<file path="src/rtl/draw_dispatch_if.sv">
// draw_dispatch_if
//  Command channel from the command source into the draw dispatcher.
//  A command is transferred on a clock edge where cmd_valid and cmd_ready
//  are both high.
//  Signals:
//   cmd_valid   source -> dispatcher  command present
//   cmd_ready   dispatcher -> source  command queue has room
//   cmd_opcode  source -> dispatcher  engine select
//   cmd_ax..cy  source -> dispatcher  triangle vertex operands
//   cmd_colour  source -> dispatcher  draw colour
//  Modports: master = command source, slave = dispatcher.
interface draw_dispatch_if #(
    parameter int WIDTH        = 8,
    parameter int COLOUR_WIDTH = 3,
    parameter int OPCODE_WIDTH = 3
);
    logic                    cmd_valid;
    logic                    cmd_ready;
    logic [OPCODE_WIDTH-1:0] cmd_opcode;
    logic [WIDTH-1:0]        cmd_ax;
    logic [WIDTH-1:0]        cmd_ay;
    logic [WIDTH-1:0]        cmd_bx;
    logic [WIDTH-1:0]        cmd_by;
    logic [WIDTH-1:0]        cmd_cx;
    logic [WIDTH-1:0]        cmd_cy;
    logic [COLOUR_WIDTH-1:0] cmd_colour;

    modport master (
        output cmd_valid, cmd_opcode, cmd_ax, cmd_ay, cmd_bx, cmd_by,
               cmd_cx, cmd_cy, cmd_colour,
        input  cmd_ready
    );

    modport slave (
        input  cmd_valid, cmd_opcode, cmd_ax, cmd_ay, cmd_bx, cmd_by,
               cmd_cx, cmd_cy, cmd_colour,
        output cmd_ready
    );
endinterface

</file>
<file path="src/rtl/draw_dispatch.sv">
// draw_dispatch
//  Queues draw commands in a small FIFO, issues each one to the draw engine
//  selected by its opcode with a one-cycle start pulse, waits for that
//  engine to report completion, and meanwhile routes the active engine's
//  screen request bundle onto the shared screen interface.
//  Ports:
//   clock, reset        clock and asynchronous active-high reset
//   cmd_bus             command channel (slave side)
//   flush               drop queued commands and clear err_illegal
//   eng_ax..eng_colour  latched operands broadcast to every engine
//   eng_en              one-hot start pulse, one bit per engine
//   eng_done            per-engine completion
//   eng_scr_*           per-engine screen request fields, engine k at [k*W +: W]
//   screen_*            muxed screen request for the active engine
//   new_screen_colour   muxed screen colour for the active engine
//   busy                queue non-empty or a command in flight
//   fifo_level          number of queued commands
//   done_count          completed commands, wraps at 16 bits
//   err_illegal         sticky flag: an opcode with no engine was popped
module draw_dispatch #(
    parameter int WIDTH        = 8,
    parameter int COLOUR_WIDTH = 3,
    parameter int NUM_OPS      = 4,
    parameter int OPCODE_WIDTH = 3,
    parameter int DEPTH        = 4
) (
    input  logic                            clock,
    input  logic                            reset,
    draw_dispatch_if.slave                  cmd_bus,
    input  logic                            flush,
    output logic [WIDTH-1:0]                eng_ax,
    output logic [WIDTH-1:0]                eng_ay,
    output logic [WIDTH-1:0]                eng_bx,
    output logic [WIDTH-1:0]                eng_by,
    output logic [WIDTH-1:0]                eng_cx,
    output logic [WIDTH-1:0]                eng_cy,
    output logic [COLOUR_WIDTH-1:0]         eng_colour,
    output logic [NUM_OPS-1:0]              eng_en,
    input  logic [NUM_OPS-1:0]              eng_done,
    input  logic [NUM_OPS-1:0]              eng_scr_start,
    input  logic [NUM_OPS*COLOUR_WIDTH-1:0] eng_scr_colour,
    input  logic [NUM_OPS*WIDTH-1:0]        eng_scr_xmin,
    input  logic [NUM_OPS*WIDTH-1:0]        eng_scr_ymin,
    input  logic [NUM_OPS*WIDTH-1:0]        eng_scr_xrange,
    input  logic [NUM_OPS*WIDTH-1:0]        eng_scr_yrange,
    output logic                            screen_start,
    output logic [COLOUR_WIDTH-1:0]         new_screen_colour,
    output logic [WIDTH-1:0]                screen_x_min,
    output logic [WIDTH-1:0]                screen_y_min,
    output logic [WIDTH-1:0]                screen_x_range,
    output logic [WIDTH-1:0]                screen_y_range,
    output logic                            busy,
    output logic [$clog2(DEPTH):0]          fifo_level,
    output logic [15:0]                     done_count,
    output logic                            err_illegal
);

    localparam int PW = $clog2(DEPTH);
    localparam int LW = PW + 1;

    typedef struct packed {
        logic [OPCODE_WIDTH-1:0] op;
        logic [WIDTH-1:0]        ax;
        logic [WIDTH-1:0]        ay;
        logic [WIDTH-1:0]        bx;
        logic [WIDTH-1:0]        by;
        logic [WIDTH-1:0]        cx;
        logic [WIDTH-1:0]        cy;
        logic [COLOUR_WIDTH-1:0] colour;
    } cmd_t;

    typedef enum logic [1:0] {IDLE, ISSUE, WAIT} state_t;

    cmd_t                mem_q [DEPTH];
    logic [PW-1:0]       wr_ptr_q, wr_ptr_d;
    logic [PW-1:0]       rd_ptr_q, rd_ptr_d;
    logic [LW-1:0]       level_q, level_d;
    state_t              state_q;
    cmd_t                cur_q;
    logic [NUM_OPS-1:0]  eng_en_q;
    logic [15:0]         done_count_q;
    logic                err_q;

    cmd_t                entry_in;
    cmd_t                head;
    logic                push;
    logic                pop;
    logic                head_legal;
    logic [NUM_OPS-1:0]  head_onehot;
    logic                done_hit;

    assign cmd_bus.cmd_ready = (level_q != LW'(DEPTH));

    // Flush wins over both push and pop so the queue ends the cycle empty.
    assign push = cmd_bus.cmd_valid && cmd_bus.cmd_ready && !flush;
    assign pop  = (state_q == IDLE) && (level_q != '0) && !flush;
    assign head = mem_q[rd_ptr_q];

    always_comb begin
        entry_in.op     = cmd_bus.cmd_opcode;
        entry_in.ax     = cmd_bus.cmd_ax;
        entry_in.ay     = cmd_bus.cmd_ay;
        entry_in.bx     = cmd_bus.cmd_bx;
        entry_in.by     = cmd_bus.cmd_by;
        entry_in.cx     = cmd_bus.cmd_cx;
        entry_in.cy     = cmd_bus.cmd_cy;
        entry_in.colour = cmd_bus.cmd_colour;
    end

    // Decode the head entry's opcode and the active engine's completion.
    // Loops compare against k rather than indexing, so an out-of-range
    // opcode simply matches nothing.
    always_comb begin
        head_legal  = (32'(head.op) < NUM_OPS);
        head_onehot = '0;
        done_hit    = 1'b0;
        for (int k = 0; k < NUM_OPS; k++) begin
            if (head.op == OPCODE_WIDTH'(k)) head_onehot[k] = 1'b1;
            if (cur_q.op == OPCODE_WIDTH'(k) && eng_done[k]) done_hit = 1'b1;
        end
    end

    always_comb begin
        wr_ptr_d = wr_ptr_q;
        rd_ptr_d = rd_ptr_q;
        level_d  = level_q;
        if (flush) begin
            wr_ptr_d = '0;
            rd_ptr_d = '0;
            level_d  = '0;
        end else begin
            if (push) wr_ptr_d = wr_ptr_q + PW'(1);
            if (pop)  rd_ptr_d = rd_ptr_q + PW'(1);
            level_d = level_q + LW'(push) - LW'(pop);
        end
    end

    always_ff @(posedge clock or posedge reset) begin
        if (reset) begin
            wr_ptr_q <= '0;
            rd_ptr_q <= '0;
            level_q  <= '0;
        end else begin
            wr_ptr_q <= wr_ptr_d;
            rd_ptr_q <= rd_ptr_d;
            level_q  <= level_d;
        end
    end

    // Storage needs no reset: an entry is only read once level_q covers it.
    always_ff @(posedge clock) begin
        if (push) mem_q[wr_ptr_q] <= entry_in;
    end

    // Command sequencer. The start pulse is registered on the pop edge so it
    // is high for exactly the ISSUE cycle.
    always_ff @(posedge clock or posedge reset) begin
        if (reset) begin
            state_q      <= IDLE;
            cur_q        <= '0;
            eng_en_q     <= '0;
            done_count_q <= '0;
            err_q        <= 1'b0;
        end else begin
            eng_en_q <= '0;
            if (flush) err_q <= 1'b0;
            case (state_q)
                IDLE: begin
                    if (pop) begin
                        cur_q <= head;
                        if (head_legal) begin
                            state_q  <= ISSUE;
                            eng_en_q <= head_onehot;
                        end else begin
                            err_q <= 1'b1;
                        end
                    end
                end
                ISSUE: state_q <= WAIT;
                WAIT: begin
                    if (done_hit) begin
                        done_count_q <= done_count_q + 16'd1;
                        state_q      <= IDLE;
                    end
                end
                default: state_q <= IDLE;
            endcase
        end
    end

    // Screen mux follows the latched opcode; outputs are zero while idle.
    always_comb begin
        screen_start      = 1'b0;
        new_screen_colour = '0;
        screen_x_min      = '0;
        screen_y_min      = '0;
        screen_x_range    = '0;
        screen_y_range    = '0;
        if (state_q != IDLE) begin
            for (int k = 0; k < NUM_OPS; k++) begin
                if (cur_q.op == OPCODE_WIDTH'(k)) begin
                    screen_start      = eng_scr_start[k];
                    new_screen_colour = eng_scr_colour[k*COLOUR_WIDTH +: COLOUR_WIDTH];
                    screen_x_min      = eng_scr_xmin[k*WIDTH +: WIDTH];
                    screen_y_min      = eng_scr_ymin[k*WIDTH +: WIDTH];
                    screen_x_range    = eng_scr_xrange[k*WIDTH +: WIDTH];
                    screen_y_range    = eng_scr_yrange[k*WIDTH +: WIDTH];
                end
            end
        end
    end

    assign eng_ax      = cur_q.ax;
    assign eng_ay      = cur_q.ay;
    assign eng_bx      = cur_q.bx;
    assign eng_by      = cur_q.by;
    assign eng_cx      = cur_q.cx;
    assign eng_cy      = cur_q.cy;
    assign eng_colour  = cur_q.colour;
    assign eng_en      = eng_en_q;
    assign busy        = (level_q != '0) || (state_q != IDLE);
    assign fifo_level  = level_q;
    assign done_count  = done_count_q;
    assign err_illegal = err_q;

endmodule
</file>
<file path="src/flat_wrapper.sv">
// flat-port wrapper written by rule: the top's interface ports become plain ports
module draw_dispatch_flat 
#(
    parameter int WIDTH        = 8,
    parameter int COLOUR_WIDTH = 3,
    parameter int NUM_OPS      = 4,
    parameter int OPCODE_WIDTH = 3,
    parameter int DEPTH        = 4
)
  (clock, reset, flush, eng_ax, eng_ay, eng_bx, eng_by, eng_cx, eng_cy, eng_colour, eng_en, eng_done, eng_scr_start, eng_scr_colour, eng_scr_xmin, eng_scr_ymin, eng_scr_xrange, eng_scr_yrange, screen_start, new_screen_colour, screen_x_min, screen_y_min, screen_x_range, screen_y_range, busy, fifo_level, done_count, err_illegal, cmd_bus_cmd_valid, cmd_bus_cmd_opcode, cmd_bus_cmd_ax, cmd_bus_cmd_ay, cmd_bus_cmd_bx, cmd_bus_cmd_by, cmd_bus_cmd_cx, cmd_bus_cmd_cy, cmd_bus_cmd_colour, cmd_bus_cmd_ready);
  draw_dispatch_if #(.WIDTH(WIDTH), .COLOUR_WIDTH(COLOUR_WIDTH), .OPCODE_WIDTH(OPCODE_WIDTH)) cmd_bus_i ();
  input  logic clock;
  input  logic reset;
  input  logic flush;
  output logic [WIDTH-1:0] eng_ax;
  output logic [WIDTH-1:0] eng_ay;
  output logic [WIDTH-1:0] eng_bx;
  output logic [WIDTH-1:0] eng_by;
  output logic [WIDTH-1:0] eng_cx;
  output logic [WIDTH-1:0] eng_cy;
  output logic [COLOUR_WIDTH-1:0] eng_colour;
  output logic [NUM_OPS-1:0] eng_en;
  input  logic [NUM_OPS-1:0] eng_done;
  input  logic [NUM_OPS-1:0] eng_scr_start;
  input  logic [NUM_OPS*COLOUR_WIDTH-1:0] eng_scr_colour;
  input  logic [NUM_OPS*WIDTH-1:0] eng_scr_xmin;
  input  logic [NUM_OPS*WIDTH-1:0] eng_scr_ymin;
  input  logic [NUM_OPS*WIDTH-1:0] eng_scr_xrange;
  input  logic [NUM_OPS*WIDTH-1:0] eng_scr_yrange;
  output logic screen_start;
  output logic [COLOUR_WIDTH-1:0] new_screen_colour;
  output logic [WIDTH-1:0] screen_x_min;
  output logic [WIDTH-1:0] screen_y_min;
  output logic [WIDTH-1:0] screen_x_range;
  output logic [WIDTH-1:0] screen_y_range;
  output logic busy;
  output logic [$clog2(DEPTH):0] fifo_level;
  output logic [15:0] done_count;
  output logic err_illegal;
  input wire logic [$bits(cmd_bus_i.cmd_valid)-1:0] cmd_bus_cmd_valid;
  input wire logic [$bits(cmd_bus_i.cmd_opcode)-1:0] cmd_bus_cmd_opcode;
  input wire logic [$bits(cmd_bus_i.cmd_ax)-1:0] cmd_bus_cmd_ax;
  input wire logic [$bits(cmd_bus_i.cmd_ay)-1:0] cmd_bus_cmd_ay;
  input wire logic [$bits(cmd_bus_i.cmd_bx)-1:0] cmd_bus_cmd_bx;
  input wire logic [$bits(cmd_bus_i.cmd_by)-1:0] cmd_bus_cmd_by;
  input wire logic [$bits(cmd_bus_i.cmd_cx)-1:0] cmd_bus_cmd_cx;
  input wire logic [$bits(cmd_bus_i.cmd_cy)-1:0] cmd_bus_cmd_cy;
  input wire logic [$bits(cmd_bus_i.cmd_colour)-1:0] cmd_bus_cmd_colour;
  output wire logic [$bits(cmd_bus_i.cmd_ready)-1:0] cmd_bus_cmd_ready;
  assign cmd_bus_i.cmd_valid = cmd_bus_cmd_valid;
  assign cmd_bus_i.cmd_opcode = cmd_bus_cmd_opcode;
  assign cmd_bus_i.cmd_ax = cmd_bus_cmd_ax;
  assign cmd_bus_i.cmd_ay = cmd_bus_cmd_ay;
  assign cmd_bus_i.cmd_bx = cmd_bus_cmd_bx;
  assign cmd_bus_i.cmd_by = cmd_bus_cmd_by;
  assign cmd_bus_i.cmd_cx = cmd_bus_cmd_cx;
  assign cmd_bus_i.cmd_cy = cmd_bus_cmd_cy;
  assign cmd_bus_i.cmd_colour = cmd_bus_cmd_colour;
  assign cmd_bus_cmd_ready = cmd_bus_i.cmd_ready;
  draw_dispatch #(.WIDTH(WIDTH), .COLOUR_WIDTH(COLOUR_WIDTH), .NUM_OPS(NUM_OPS), .OPCODE_WIDTH(OPCODE_WIDTH), .DEPTH(DEPTH)) u_core (.clock(clock), .reset(reset), .cmd_bus(cmd_bus_i), .flush(flush), .eng_ax(eng_ax), .eng_ay(eng_ay), .eng_bx(eng_bx), .eng_by(eng_by), .eng_cx(eng_cx), .eng_cy(eng_cy), .eng_colour(eng_colour), .eng_en(eng_en), .eng_done(eng_done), .eng_scr_start(eng_scr_start), .eng_scr_colour(eng_scr_colour), .eng_scr_xmin(eng_scr_xmin), .eng_scr_ymin(eng_scr_ymin), .eng_scr_xrange(eng_scr_xrange), .eng_scr_yrange(eng_scr_yrange), .screen_start(screen_start), .new_screen_colour(new_screen_colour), .screen_x_min(screen_x_min), .screen_y_min(screen_y_min), .screen_x_range(screen_x_range), .screen_y_range(screen_y_range), .busy(busy), .fifo_level(fifo_level), .done_count(done_count), .err_illegal(err_illegal));
endmodule
</file>
<file path="config.mk">
export PLATFORM = sky130hd
export DESIGN_NAME = draw_dispatch_flat
export DESIGN_NICKNAME = d
export VERILOG_FILES = /design/src/rtl/draw_dispatch_if.sv /design/src/rtl/draw_dispatch.sv /design/src/flat_wrapper.sv
export SDC_FILE = /design/constraint.sdc
export NUM_CORES = 1
export LEC_CHECK = 0
export BUFFER_PORTS_ARGS = -buffer_cell sky130_fd_sc_hd__buf_2
export CORE_MARGIN = 2
export CORE_UTILIZATION = 50
export CTS_CLUSTER_DIAMETER = 40
export CTS_CLUSTER_SIZE = 24
export DETAILED_ROUTE_END_ITERATION = 10
export GPL_ROUTABILITY_DRIVEN = 0
export PLACE_DENSITY_LB_ADDON = 0.1
export SLEW_MARGIN = 20
export SYNTH_ARGS = -nofsm -noshare
export SYNTH_HDL_FRONTEND = slang
export SYNTH_SLANG_ARGS = --single-unit
</file>
<file path="constraint.sdc">
create_clock -name clock -period 3.23 [get_ports clock]
set_clock_uncertainty 0.1 [all_clocks]
set_input_delay 0.646 -clock clock [delete_from_list [all_inputs] [get_ports clock]]
set_output_delay 0.646 -clock clock [all_outputs]
set_load 0.01 [all_outputs]
</file>
Word level (Yosys, flattened, before mapping)
Memories as Yosys holds them, arrays and structs flattened. Index checks and enable logic that the tools add are counted.

Register bits after elaboration: 84. Memory bits (writable): 216. Input bits: 206. Output and inout port bits: 113. Memories: 1.

$add $sub $neg: 5. Magnitude comparators: 1. Equal/unequal tests: 12. Multiplexer cells: 56. Reduce and logical (&&, ||, !) cells: 20.

Memories: u_core.mem_q (words 4, width 54, rd ports 1, clocked after Yosys merged registers in 0, wr ports 1, RTL line draw_dispatch.sv:74) `cmd_t mem_q [DEPTH];`.

Operator list (count): $mux 8 (20); $mux 1 (19); $mux 3 (6); $add 16x1->16 const B (1); $mux 2 (7); $eq 3x2->1 const B (4); $mux 4 (3); $logic_and 1x1->1 (8); $eq 3x1->1 const B (2); $logic_not 3->1 (2); $ne 2x1->1 const B (3); $pmux 2 s3 (1); $reduce_bool 2->1 (3); $add 2x1->2 const B (2); $reduce_and 2->1 (2); $add 3x1->3 (1); $lt 3x3->1 const B (1); $ne 3x3->1 const B (1); $reduce_and 3->1 (1); $reduce_bool 3->1 (1); $sub 3x1->3 (1); $eq 2x1->1 const B (1); $eq 2x2->1 const B (1); $logic_not 2->1 (1); 2 further kinds (2).

Longest topological paths before layout
Gate-level depths: netlist of the first run.

Depth in word-level cells: 8. Depth in mapped cells: 12. Depth with buffers taken out: 11.

Least setup slack after synthesis of the first run
OpenSTA, ideal clock, no wires.

Path kind: input to register. Start: in flush. End: mem u_core.mem_q[0][0] (netlist bit) (enable). Data arrival time: 2366 ps. Setup slack: 347 ps. Stages on the path: 3. Path buffers: 1. Cells stage by stage: clkbuf_1 -> nor2_1 -> and2_1.

Cells in the longest elaborated chain, start to end: 4.

Ends and longest elaborated chain: from (decl) (RTL line flat_wrapper.sv:14) `input logic flush;`; $logic_not 1->1 (RTL line draw_dispatch.sv:95) `assign push = cmd_bus.cmd_valid && cmd_bus.cmd_ready && !flush;`; $logic_and 1x1->1 (RTL line draw_dispatch.sv:95); $mux 1 (RTL line draw_dispatch.sv:152) `if (push) mem_q[wr_ptr_q] <= entry_in;`; $mux 1 (implied by the code) (RTL line draw_dispatch.sv:152); to (decl) (RTL line draw_dispatch.sv:74).

No other way between the ends.

Worst setup path in the final report of the first run
Start: reg u_core.cur_q[52] (netlist bit). End: out screen_x_min[0].

Cells in the longest elaborated chain, start to end: 6. Elaborated cells between the ends (all ways): 9. Classes of those cells: eq/ne (3); mux (5); reduce/logical (1).

Ends and longest elaborated chain: from (decl) (RTL line draw_dispatch.sv:79) `cmd_t cur_q;`; from (signal assigned) (RTL line draw_dispatch.sv:160) `cur_q <= '0;`; from (signal assigned) (RTL line draw_dispatch.sv:170) `cur_q <= head;`; $logic_not 3->1 (RTL line draw_dispatch.sv:201) `if (cur_q.op == OPCODE_WIDTH'(k)) begin`; $mux 8 (3 in series) (RTL line draw_dispatch.sv:201); $mux 8 (*) (RTL line draw_dispatch.sv:201); $mux 8 (*) (RTL line draw_dispatch.sv:199) `if (state_q != IDLE) begin`; to (decl) (RTL line flat_wrapper.sv:32) `output logic [WIDTH-1:0] screen_x_min;`.

Mark *: on every way between the ends. The rest lies on a longest branch, timed or not.

==> summary by stage, run 1 <==
Run status
The run finished with clean final reports.

Logic synthesis
The cell taking the most area after synthesis is sky130_fd_sc_hd__edfxtp_1. The cell area after synthesis is 12600 um^2. Of the post-synthesis cell area, the dominant cell type holds 0.513. Counting every instance in the synthesized netlist gives 746. Sorting the synthesized cells by how often they occur yields sky130_fd_sc_hd__edfxtp_1 (216), sky130_fd_sc_hd__dfrtp_1 (84), sky130_fd_sc_hd__mux2_2 (78).

Counting flops and latches in the post-synthesis netlist gives 300. After synthesis, the share of flip-flops with an asynchronous set or reset is 0.280. The most frequent cell after synthesis is sky130_fd_sc_hd__edfxtp_1. The number of nets handed over by synthesis was 960. The post-synthesis average cell area is 16.9 um^2.

After synthesis, the netlist uses 37 different library cells. The number of warnings printed during yosys synthesis is 0. The commonest register cell after synthesis is sky130_fd_sc_hd__edfxtp_1. The count of flip-flops with a built-in enable after synthesis is 216.

In the post-synthesis netlist, the biggest area contributors are sky130_fd_sc_hd__edfxtp_1 (51%), sky130_fd_sc_hd__dfrtp_1 (17%), sky130_fd_sc_hd__mux4_2 (9.6%). The share of synthesized area occupied by flip-flops and latches is 0.680.

Setup path
In this run the register-to-register setup slack is 0.73 ns. The delay of the slowest cell on the worst path is 0.70 ns. Following the worst setup path forward leads to its endpoint at screen_x_min[0]. The family with the most delay on the worst path is flip-flops. STA puts the critical path data required time at 2.48 ns.

The startpoint-to-endpoint class of the critical path is reg -> out. The endpoint identified for the worst register-to-register timing path is u_core.fifo_level[2]. The slowest stage of the critical path is the sky130_fd_sc_hd__dfrtp_2 cell. Together, buffers and inverters on the worst path number 2. The worst setup path is captured at an output pin.

The launch point of the critical path is u_core.cur_q[52]. The maximum fanout along the worst path is 25. The startpoint of the worst-slack reg-to-reg timing path is u_core.fifo_level[1]. For the worst setup path, the data arrival time is 2.24 ns. The number of cells on the worst reg-to-reg path is 11.

The number of gates on the worst path with buffers counted is 5. Traced cell by cell, the critical path runs through buf_4 -> mux2_2 -> o22ai_1 -> nor2_1 -> buf_2. STA classifies the critical path startpoint as a register.

Power
The clock power share is 0.323. Summed over all cells, the static leakage comes to 6.17 nW. The worst supply voltage drop on vdd is 0.473 mV.

The internal power of the cells totals 0.00902 W. The share of power burned in registers is 0.395. Of the total power, combinational logic draws 0.282. In this run the power density over the cells is 831 nW/um^2.

In this run the power spent charging and discharging nets is 0.00401 W. The fraction of power spent switching nets is 0.308.

Global route
The sum of overflow across all layers after global routing is 0. The number of global-route vias before repair was 7653. The maximum number of pins on one net before global-route repair is 55. The initial antenna violation count is 6. In the global route stage, overall resource usage came out at 0.218.

The first-pass GRT wire length is 43600 um.

Detailed routing
The count of routing violations after the opening detailed-route iteration is 421. The via count is 7506. The number of remaining DRC errors is 0. The via count normalized by instance count is 5.35. The per-cell routed wire length is 20.4 um.

Once detail routing completed, the nets flagged for antenna violations numbered 0. The routed design has 28600 um of wire. The first TritonRoute pass finished after 5 iterations.

Cells and area
The number of nets in the layout is 1252. The signed area change from the synthesized netlist to the final layout is 24.0%. Of the cells placed in the final design, the portion with a size suffix greater than 1 is 0.518.

Job
Across the run, the number of max-cap violations was 0.

CTS
Counting along the longest clock path gives a buffer depth of 3. CTS saw 300 sinks. The TritonCTS buffer count is 40. Gates resized during post-CTS repair numbered 0. The clock-pin transition on the worst setup and hold timing paths is 0.06 ns.

CTS built an H-tree with a depth of 2. Buffers added to address setup during post-CTS repair amount to 0. The clock latency on the worst-skew pair is 0.52 ns. The clock root buffer master is sky130_fd_sc_hd__clkbuf_16. In this run, post-CTS hold repair placed 0 buffers.

TritonCTS built the clock tree.

STA
Setup repair after global routing left no endpoint under its margin. The share of the clock period used by the worst path is 0.923. The final number of setup-violating endpoints is 0. The slew at the pin closest to its max-slew limit is 0.892 ns.

The max-slew violation total from the final report is 0. The final setup TNS is 0 ns. Based on the critical path, the design can be clocked at up to 335 MHz.

The hold violation count in the final report came to 0. The final worst slack is 0.248 ns. The worst pin sits at a relative slew slack of 0.405. Subtracting the final worst setup slack from the clock period gives 2.98 ns.

Floorplan
The die covers 26600 um^2. In this run the core area contains 58 standard-cell rows. The top-level port count is 319. The die is 163 um wide. The starting utilization of the core area is 0.506. The core region is 25000 um^2. The chip height is 163 um.

Place
The HPWL after detailed placement is 19600 um. The setup slack at placement is 0.689 ns. The quantity of I/O buffers inserted on ports is 318.

Hold path
The class of the tightest hold or removal check is in -> async.
worst register-to-register path, stage by stage, from the launching register on:
cell	delay [ns]
sky130_fd_sc_hd__dfrtp_1	0.45
sky130_fd_sc_hd__or3_1	0.42
sky130_fd_sc_hd__nand2_1	0.16
sky130_fd_sc_hd__nor2_4	0.05
sky130_fd_sc_hd__ha_1	0.27
sky130_fd_sc_hd__inv_1	0.06
sky130_fd_sc_hd__ha_1	0.13
sky130_fd_sc_hd__inv_1	0.05
sky130_fd_sc_hd__fa_1	0.37
sky130_fd_sc_hd__xor2_1	0.17
sky130_fd_sc_hd__xnor2_1	0.13
sky130_fd_sc_hd__nor2_1	0.05
power by group through the flow:
stage / clock network [W] / logic (W) / registers (W)
floorplan: 0 / 0.00296 / 0.00505
global placement: 0 / 0.00366 / 0.00521
detailed placement: 0 / 0.00369 / 0.00523
CTS: 0.00430 / 0.00371 / 0.00516
global route: 0.00447 / 0.00400 / 0.00523
finish: 0.00421 / 0.00367 / 0.00514
state kept, by name, indices dropped and copies added, names as in the netlist, 4 cells and up:
name and count:
u_core.done_count 16, u_core.eng_ax 8, u_core.eng_ay 8, u_core.eng_bx 8
u_core.eng_by 8, u_core.eng_cx 8, u_core.eng_cy 8, u_core.eng_en 4
u_core.mem_q 216
layer usage:
layer	global-route usage	share of wire	vias up
li1	-	-	3442
met1	0.276	0.39	3700
met2	0.353	0.49	299
met3	0.0609	0.085	59
met4	0.0957	0.035	6
met5	0	0.00098	-
cell type report:
cell class,instances,area [um^2]
clock buffers,44,1070
repair buffers,339,1820
fillers,1892,9290
multi-input cells,350,3490
inverters,7,28.8
well taps,330,413
flip-flops and latches,300,8590
diodes,3,7.51
clock inverters,30,250
cell usage in the layout (no fill, tap or decap), types with 5 or more instances in the layout:
cell type                      n
sky130_fd_sc_hd__o22ai_1      36
sky130_fd_sc_hd__buf_12        6
sky130_fd_sc_hd__clkinv_4      6
sky130_fd_sc_hd__inv_1         6
sky130_fd_sc_hd__nand2_1      12
sky130_fd_sc_hd__nand3_1       7
sky130_fd_sc_hd__buf_4        15
sky130_fd_sc_hd__clkbuf_16    42
sky130_fd_sc_hd__dfrtp_1      81
sky130_fd_sc_hd__xnor2_1      16
sky130_fd_sc_hd__mux2_2       78
sky130_fd_sc_hd__buf_2       318
sky130_fd_sc_hd__edfxtp_1    216
sky130_fd_sc_hd__clkinvlp_4    6
sky130_fd_sc_hd__mux2_1       14
sky130_fd_sc_hd__inv_6        11
sky130_fd_sc_hd__nand4_1       8
sky130_fd_sc_hd__nor3_1        5
sky130_fd_sc_hd__o21ai_0      36
sky130_fd_sc_hd__mux4_2       54
sky130_fd_sc_hd__ha_1          7
sky130_fd_sc_hd__nor2_1       48
stage by stage:
stage	total power, W	instance area [um^2]	hold WS (ns)	util	std cells
2_1_floorplan	0.00801	12600	0.382	-	746
3_5_place_dp	0.00893	14300	0.383	0.575	1326
6_report	0.0130	15700	0.0782	0.628	1403
5_1_grt	0.0137	15700	0.120	0.628	1403
4_1_cts	0.0132	15700	0.0929	0.628	1400
3_3_place_gp	0.00887	14300	0.378	0.575	1326
logic make-up (layout without fill, tap and decap cells):
kind of cell,after synthesis,after routing,synth area share
flip-flops,300,300,0.680
multiplexers,148,148,0.180
AND/OR/NAND/NOR,99,99,0.0381
buffers and inverters,96,420,0.0455
AO/OA/AOI/OAI,75,75,0.0346
XOR/XNOR,20,20,0.0139
adder cells (fa/ha/maj),8,8,0.00851
other,0,3,0
worst min path at each step:
stage	start	end
after detailed placement	u_core.done_count[13]	u_core.done_count[13]
after CTS	reset	u_core.eng_cy[6]
after global placement	u_core.done_count[11]	u_core.done_count[11]
after global routing	reset	u_core.done_count[0]
final	reset	u_core.done_count[0]
after floorplan	u_core.eng_colour[0]	u_core.eng_colour[0]
Note: power is estimated with default switching activity, not from simulation.
==> run 2, diff against run 1 <==
--- a/config.mk
+++ b/config.mk
@@ -6,6 +6,7 @@
 export NUM_CORES = 1
 export LEC_CHECK = 0
 export BUFFER_PORTS_ARGS = -buffer_cell sky130_fd_sc_hd__buf_2
+export CORE_ASPECT_RATIO = 0.5
 export CORE_MARGIN = 2
 export CORE_UTILIZATION = 50
 export CTS_CLUSTER_DIAMETER = 40
==> summary by stage, run 2 (same netlist as run 1, synthesis figures left out) <==
Global route
The met2 layer usage reported by global route is 0.374 (+0.0208). The initial antenna violation count came to 1 (-5). The global routing usage on met1 is 0.293 (+0.0163). The sum of overflow across all layers after global routing is 0 (unchanged). The maximum number of pins on one net before global-route repair is 55 (unchanged).

The aggregate global-route resource usage is 0.221 (+0.00357). The global routing usage on met3 is 0.0557 (-0.00520). The first-pass GRT wire length is 44400 um (+1.9%).

met2 is the most crowded layer. The number of global-route vias before repair is 7605 (-0.63%).

Power
The total power divided by cell area came to 810 nW/um^2 (-2.6%). The leakage power of the design was 6.02 nW (-2.5%). The total power was 0.0125 W (-4.4%). The worst supply voltage drop on vdd came to 0.678 mV (+43%).

Floorplan
The top-level port count came to 319 (unchanged). The total die area is 26600 um^2 (+0.29%). The starting utilization of the core area was 0.505 (-0.00142).

The core footprint was 25000 um^2 (+0.28%). The width of the chip is 229 um (+40%). The number of cell rows is 41 (-29%). The chip height is 116 um (-29%).

Cells and area
The register with the most flip-flops is u_core.mem_q. The signed area change from the synthesized netlist to the final layout is 21.7%. The top cell types in the final layout, fill and taps aside, are sky130_fd_sc_hd__buf_2 (318), sky130_fd_sc_hd__edfxtp_1 (216), sky130_fd_sc_hd__dfrtp_1 (81). The number of flip-flops under the largest register name is 216 (unchanged).

The number of fill cells in the layout is 1932 (+2.1%). The sequential cell area came to 8590 um^2 (unchanged). The most frequent standard cell in the layout excluding fill and tap cells is sky130_fd_sc_hd__buf_2. The final antenna diode count was 0 (-3). The number of nets in the layout is 1240 (-0.96%). The area of combinational cells with multiple inputs is 3490 um^2 (about the same). The fraction of final layout cells sized beyond drive strength 1 is 0.510 (-0.00728).

Setup path
The required time of the worst setup path was 2.48 ns (about the same). The endpoint identified for the worst register-to-register timing path is u_core.fifo_level[2]. The number of cells on the worst reg-to-reg path came to 11 (unchanged). The arrival time reported for the critical path endpoint came to 2.39 ns (+0.15 ns). The kind of cell with the highest combined delay along the critical path is flip-flops. Walking the worst path, the cells encountered are buf_4 -> mux2_2 -> o22ai_1 -> nor2_1 -> buf_2. The worst path buffer plus inverter count was 2 (unchanged). The maximum fanout along the worst path is 21 (-16%).

The setup path with the least slack is of type reg -> out. STA classifies the critical path endpoint as an output pin. The worst register-to-register path begins at u_core.fifo_level[1]. The delay of the slowest cell on the worst path is 0.62 ns (-0.08 ns). The slowest stage of the critical path belongs to the cell sky130_fd_sc_hd__dfrtp_2.

The flop-to-flop setup slack was 0.73 ns (about the same). STA classifies the critical path startpoint as a register.

Detailed routing
The final wirelength is 29700 um (+3.9%). The post-detailed-route count of antenna-violating nets is 0 (unchanged). The via count normalized by instance count was 5.42 (+1.3%). The total iterations of the first detailed-routing run is 5 (unchanged). The number of remaining DRC errors is 0 (unchanged). The via count is 7556 (+0.67%). The per-cell routed wire length is 21.3 um (+4.6%). The count of routing violations after the opening detailed-route iteration was 511 (+21%).

STA
The max-slew violation total from the final report is 0 (unchanged). The share of the clock period used by the worst path is 0.970 (+0.0465). The final setup TNS came to 0 ns (unchanged). The minimum period implied by the final worst setup slack is 3.13 ns (+0.150 ns). Setup repair after global routing left no endpoint under its margin. The worst hold margin is 0.0782 ns (-0.00000620 ns). The slew at the pin closest to its max-slew limit was 0.884 ns (-0.00835 ns). The relative slew slack was 0.411 (+0.00557). The hold violation count in the final report was 0 (unchanged). The highest achievable clock rate is 319 MHz (-4.8%). The final number of setup-violating endpoints is 0 (unchanged).

CTS
The clock latency on the worst-skew pair is 0.55 ns (+0.03 ns). The H-tree depth reported by CTS is 1 (-1). The clock root buffer master is sky130_fd_sc_hd__clkbuf_16.

The clock sink total is 300 (unchanged). The TritonCTS buffer count is 30 (-25%). TritonCTS built the clock tree. The clock-pin transition on the worst setup and hold timing paths is 0.07 ns (about the same). The buffer depth of the longest clock path is 3 (unchanged).

Hold path
The class of the tightest hold or removal check is in -> async.

Place
The HPWL after detailed placement is 19400 um (-0.88%). The quantity of I/O buffers inserted on ports came to 318 (unchanged).

Job
The max capacitance violation total is 0 (unchanged).

Run status
The flow ran to the end, and the final reports show no timing, DRC or antenna violations.
## run 2: routing by layer
metal  vias to the layer above  share of wire
met3                        59          0.061
met2                       242           0.49
met5                         -        0.00044
li1                       3401              -
met1                      3852           0.43
met4                         2          0.026
## run 2: worst max path at each step
stage,from,end,slack [ns],cells after the start
after floorplan,reset,u_core.cur_q[51],0.32,1
after global placement,u_core.cur_q[52],screen_start,0.55,4
after detailed placement,u_core.cur_q[52],screen_start,0.58,4
after CTS,u_core.cur_q[52],screen_x_range[0],0.01,5
after global routing,u_core.cur_q[52],screen_y_min[4],0.05,5
final,u_core.cur_q[52],screen_y_min[4],0.1,5
## run 2: final cells by class
cell class                 instances  area share
clock inverter                    24      0.0170
inverter                           7     0.00187
timing repair buffer             337       0.118
multi-input combinational        350       0.227
sequential                       300       0.559
tap                              344      0.0280
clock buffer                      32      0.0493
## run 2: worst register-to-register path, stage by stage, from the launching register on
cell                      delay [ns]
sky130_fd_sc_hd__dfrtp_1        0.45
sky130_fd_sc_hd__or3_1          0.41
sky130_fd_sc_hd__nand2_1        0.15
sky130_fd_sc_hd__nor2_4         0.04
sky130_fd_sc_hd__ha_1           0.26
sky130_fd_sc_hd__inv_1          0.06
sky130_fd_sc_hd__ha_1           0.13
sky130_fd_sc_hd__inv_1          0.05
sky130_fd_sc_hd__fa_1           0.37
sky130_fd_sc_hd__xor2_1         0.17
sky130_fd_sc_hd__xnor2_1        0.13
sky130_fd_sc_hd__nor2_1         0.05
## run 2: repair_timing
action	CTS	global route
hold buffers	0	0
buffers inserted	0	1
resized for setup	1	0
pin swaps	1	1
setup endpoints to repair	1	27
## run 2: stage by stage
stage	utilization	worst slack, ns	area [um^2]	std cells
after CTS	0.614	0.0143	15400	1393
after floorplan	-	0.319	12600	746
after global routing	0.614	0.0467	15400	1394
final	0.614	0.0980	15400	1394
after detailed placement	0.573	0.583	14400	1337
after global placement	0.573	0.550	14400	1337
## run 2: power breakdown
group / switching, W / internal, W / leakage, nW
sequential: 0.000348 / 0.00474 / 3.00
combinational: 0.00201 / 0.00182 / 2.53
clock: 0.00154 / 0.00200 / 0.489
==> run 3, diff against run 2 <==
--- a/config.mk
+++ b/config.mk
@@ -13,7 +13,7 @@
 export CTS_CLUSTER_SIZE = 24
 export DETAILED_ROUTE_END_ITERATION = 10
 export GPL_ROUTABILITY_DRIVEN = 0
-export PLACE_DENSITY_LB_ADDON = 0.1
+export PLACE_DENSITY = 0.76
 export SLEW_MARGIN = 20
 export SYNTH_ARGS = -nofsm -noshare
 export SYNTH_HDL_FRONTEND = slang
==> constraint.sdc (replaced) <==
create_clock -name clock -period 3.23 [get_ports clock]
set_clock_uncertainty 0.1 [all_clocks]
set_input_delay 0.1615 -clock clock [delete_from_list [all_inputs] [get_ports clock]]
set_output_delay 0.1615 -clock clock [all_outputs]
set_load 0.01 [all_outputs]
==> summary by stage, run 3 (same netlist as run 1, synthesis figures left out) <==
Setup path
The endpoint class of the critical path is an output pin. The critical register-to-register path endpoint is u_core.fifo_level[2]. The nature of the critical path startpoint is a register.

The startpoint of the worst-slack reg-to-reg timing path is u_core.fifo_level[1]. The flop-to-flop setup slack was 0.66 ns (-0.07 ns). The required time of the worst setup path was 2.97 ns (+0.49 ns). The startpoint-to-endpoint class of the critical path is reg -> out. The number of cells on the worst reg-to-reg path is 11 (unchanged). The arrival time reported for the critical path endpoint is 2.66 ns (+0.27 ns). The maximum fanout along the worst path is 20 (-4.8%).

Power
The share of power burned in registers came to 0.418 (+0.010). The combinational group share of total power is 0.307 (about the same). The fraction of power spent switching nets is 0.327 (+0.0142). The clock power share is 0.276 (-0.008). The total internal power came to 0.00832 W (-2.8%). The worst supply voltage drop on vdd came to 0.459 mV (-32%). The leakage power of the design is 6.24 nW (+3.7%). The switching power summed over all nets was 0.00405 W (+3.8%).

The total power divided by cell area is 778 nW/um^2 (-4.0%).

Detailed routing
The final wirelength is 29300 um (-1.4%). The via count was 7744 (+2.5%). The total iterations of the first detailed-routing run is 5 (unchanged).

The number of remaining DRC errors is 0 (unchanged). The via count normalized by instance count is 5.37 (-0.99%). The count of routing violations after the opening detailed-route iteration is 546 (+6.8%). The per-cell routed wire length is 20.3 um (-4.7%).

The post-detailed-route count of antenna-violating nets is 0 (unchanged).

Global route
The sum of overflow across all layers after global routing is 0 (unchanged). The maximum number of pins on one net before global-route repair came to 55 (unchanged). The aggregate global-route resource usage was 0.218 (-0.00350).

The first-pass GRT wire length is 44500 um (+0.31%). The number of global-route vias before repair is 8022 (+5.5%). The initial antenna violation count is 1 (unchanged).

Floorplan
The number of cell rows is 41 (unchanged). The starting utilization of the core area is 0.505 (unchanged). The core footprint is 25000 um^2 (unchanged). The width of the chip is 229 um (unchanged). The total die area is 26600 um^2 (unchanged).

The top-level port count is 319 (unchanged). The chip height is 116 um (unchanged).

Place
The HPWL after detailed placement is 19300 um (-0.79%). The quantity of I/O buffers inserted on ports is 318 (unchanged).

CTS
The clock sink total came to 300 (unchanged). The clock latency on the worst-skew pair is 0.56 ns (about the same). The number of gates resized after cts is 0 (-1).

The clock-pin transition on the worst setup and hold timing paths is 0.08 ns (about the same). In this run the clock root is driven by a sky130_fd_sc_hd__clkbuf_16. The H-tree depth reported by CTS is 1 (unchanged).

The buffer depth of the longest clock path is 3 (unchanged). The TritonCTS buffer count is 26 (-13%). The TritonCTS clock tree is built.

STA
The slew at the pin closest to its max-slew limit is 0.853 ns (-0.0309 ns). The hold violation count in the final report came to 0 (unchanged). The minimum period implied by the final worst setup slack is 2.92 ns (-0.210 ns).

The share of the clock period used by the worst path is 0.905 (-0.0651). The highest achievable clock rate is 342 MHz (+7.2%). Setup repair after global routing left no endpoint under its margin. The max-slew violation total from the final report is 0 (unchanged). The final setup TNS is 0 ns (unchanged). The worst hold margin came to 0.138 ns (+0.0602 ns). The final number of setup-violating endpoints is 0 (unchanged). The relative slew slack is 0.431 (+0.0206).

Cells and area
In the layout the commonest cells are sky130_fd_sc_hd__buf_2 (318), sky130_fd_sc_hd__edfxtp_1 (216), sky130_fd_sc_hd__dfrtp_1 (81). The signed area change from the synthesized netlist to the final layout is 25.8%. The fraction of final layout cells sized beyond drive strength 1 is 0.481 (-0.0296). The number of flip-flops under the largest register name came to 216 (unchanged). The most frequent standard cell in the layout excluding fill and tap cells is sky130_fd_sc_hd__buf_2. The number of nets in the layout is 1292 (+4.2%). The register with the most flip-flops is u_core.mem_q.

Job
The max capacitance violation total was 0 (unchanged).

Hold path
The min-delay analysis places its worst path in the category in -> async.

Run status
The flow ran to the end, and the final reports show no timing, DRC or antenna violations.
==> run 3: cell types whose count changed in the layout (fill, tap and decap cells not counted), sizes merged <==
| cell | previous run | this run |
|---|---|---|
| bufinv | 3 | 1 |
| buf | 337 | 335 |
| clkinvlp | 5 | 0 |
| dlygate4sd3 | 0 | 58 |
| inv | 15 | 23 |
| clkinv | 8 | 5 |
| clkbuf | 32 | 26 |
| diode | 0 | 1 |
==> run 3: per-stage QoR <==
stage | instances | total power (W) | util | setup slack (ns) | cell area [um^2]
floorplan | 746 | 0.00801 | - | 0.406 | 12600
global placement | 1336 | 0.00887 | 0.573 | 0.766 | 14300
detailed placement | 1336 | 0.00901 | 0.573 | 0.672 | 14300
CTS | 1442 | 0.0125 | 0.635 | 0.262 | 15900
global route | 1443 | 0.0130 | 0.635 | 0.146 | 15900
finish | 1443 | 0.0124 | 0.635 | 0.308 | 15900
==> run 3: routing by layer <==
| layer | wire (um) | vias to the layer above | global-route usage |
|---|---|---|---|
| li1 | - | 3490 | - |
| met2 | 14900 | 250 | 0.385 |
| met5 | 0 | - | 0 |
| met4 | 712 | 0 | 0.0623 |
| met3 | 1440 | 57 | 0.0391 |
| met1 | 12200 | 3947 | 0.284 |
==> run 3: area by class of cell <==
| class | instances | area [um^2] |
|---|---|---|
| Fill cell | 1830 | 9130 |
| Sequential cell | 300 | 8590 |
| Multi-Input combinational cell | 350 | 3490 |
| Timing Repair Buffer | 393 | 2390 |
| Clock buffer | 26 | 651 |
| Tap cell | 344 | 430 |
| Clock inverter | 22 | 323 |
| Inverter | 7 | 28.8 |
| Antenna cell | 1 | 2.50 |
==> run 3: worst max-delay path by stage <==
stage | end | slack [ns] | start
floorplan | u_core.mem_q[0][0] | 0.41 | u_core.fifo_level[1]
global placement | u_core.fifo_level[2] | 0.77 | u_core.fifo_level[1]
detailed placement | u_core.fifo_level[2] | 0.67 | u_core.fifo_level[1]
CTS | screen_x_min[4] | 0.26 | u_core.cur_q[51]
global route | screen_x_min[6] | 0.15 | u_core.cur_q[51]
finish | screen_x_min[4] | 0.31 | u_core.cur_q[51]
==> run 3: critical path, cell delays in order (launching register included) <==
cell and delay (ns):
sky130_fd_sc_hd__dfrtp_1 0.73, sky130_fd_sc_hd__nand2b_1 0.61, sky130_fd_sc_hd__buf_4 0.38, sky130_fd_sc_hd__o22ai_1 0.16
sky130_fd_sc_hd__nor2_1 0.08, sky130_fd_sc_hd__buf_2 0.14
==> run 3: what timing repair did <==
item / CTS / global route
hold buffers: 58 / 0
endpoints found under the setup margin: 0 / 0
buffers inserted: 0 / 0
endpoints found under the hold margin: 269 / 0
==> run 3: power groups by stage <==
stage               clock [W]  sequential (W)  combinational [W]
detailed placement          0         0.00526            0.00375
global placement            0         0.00522            0.00366
global route          0.00362         0.00525            0.00410
finish                0.00341         0.00517            0.00379
floorplan                   0         0.00505            0.00296
CTS                   0.00347         0.00518            0.00383
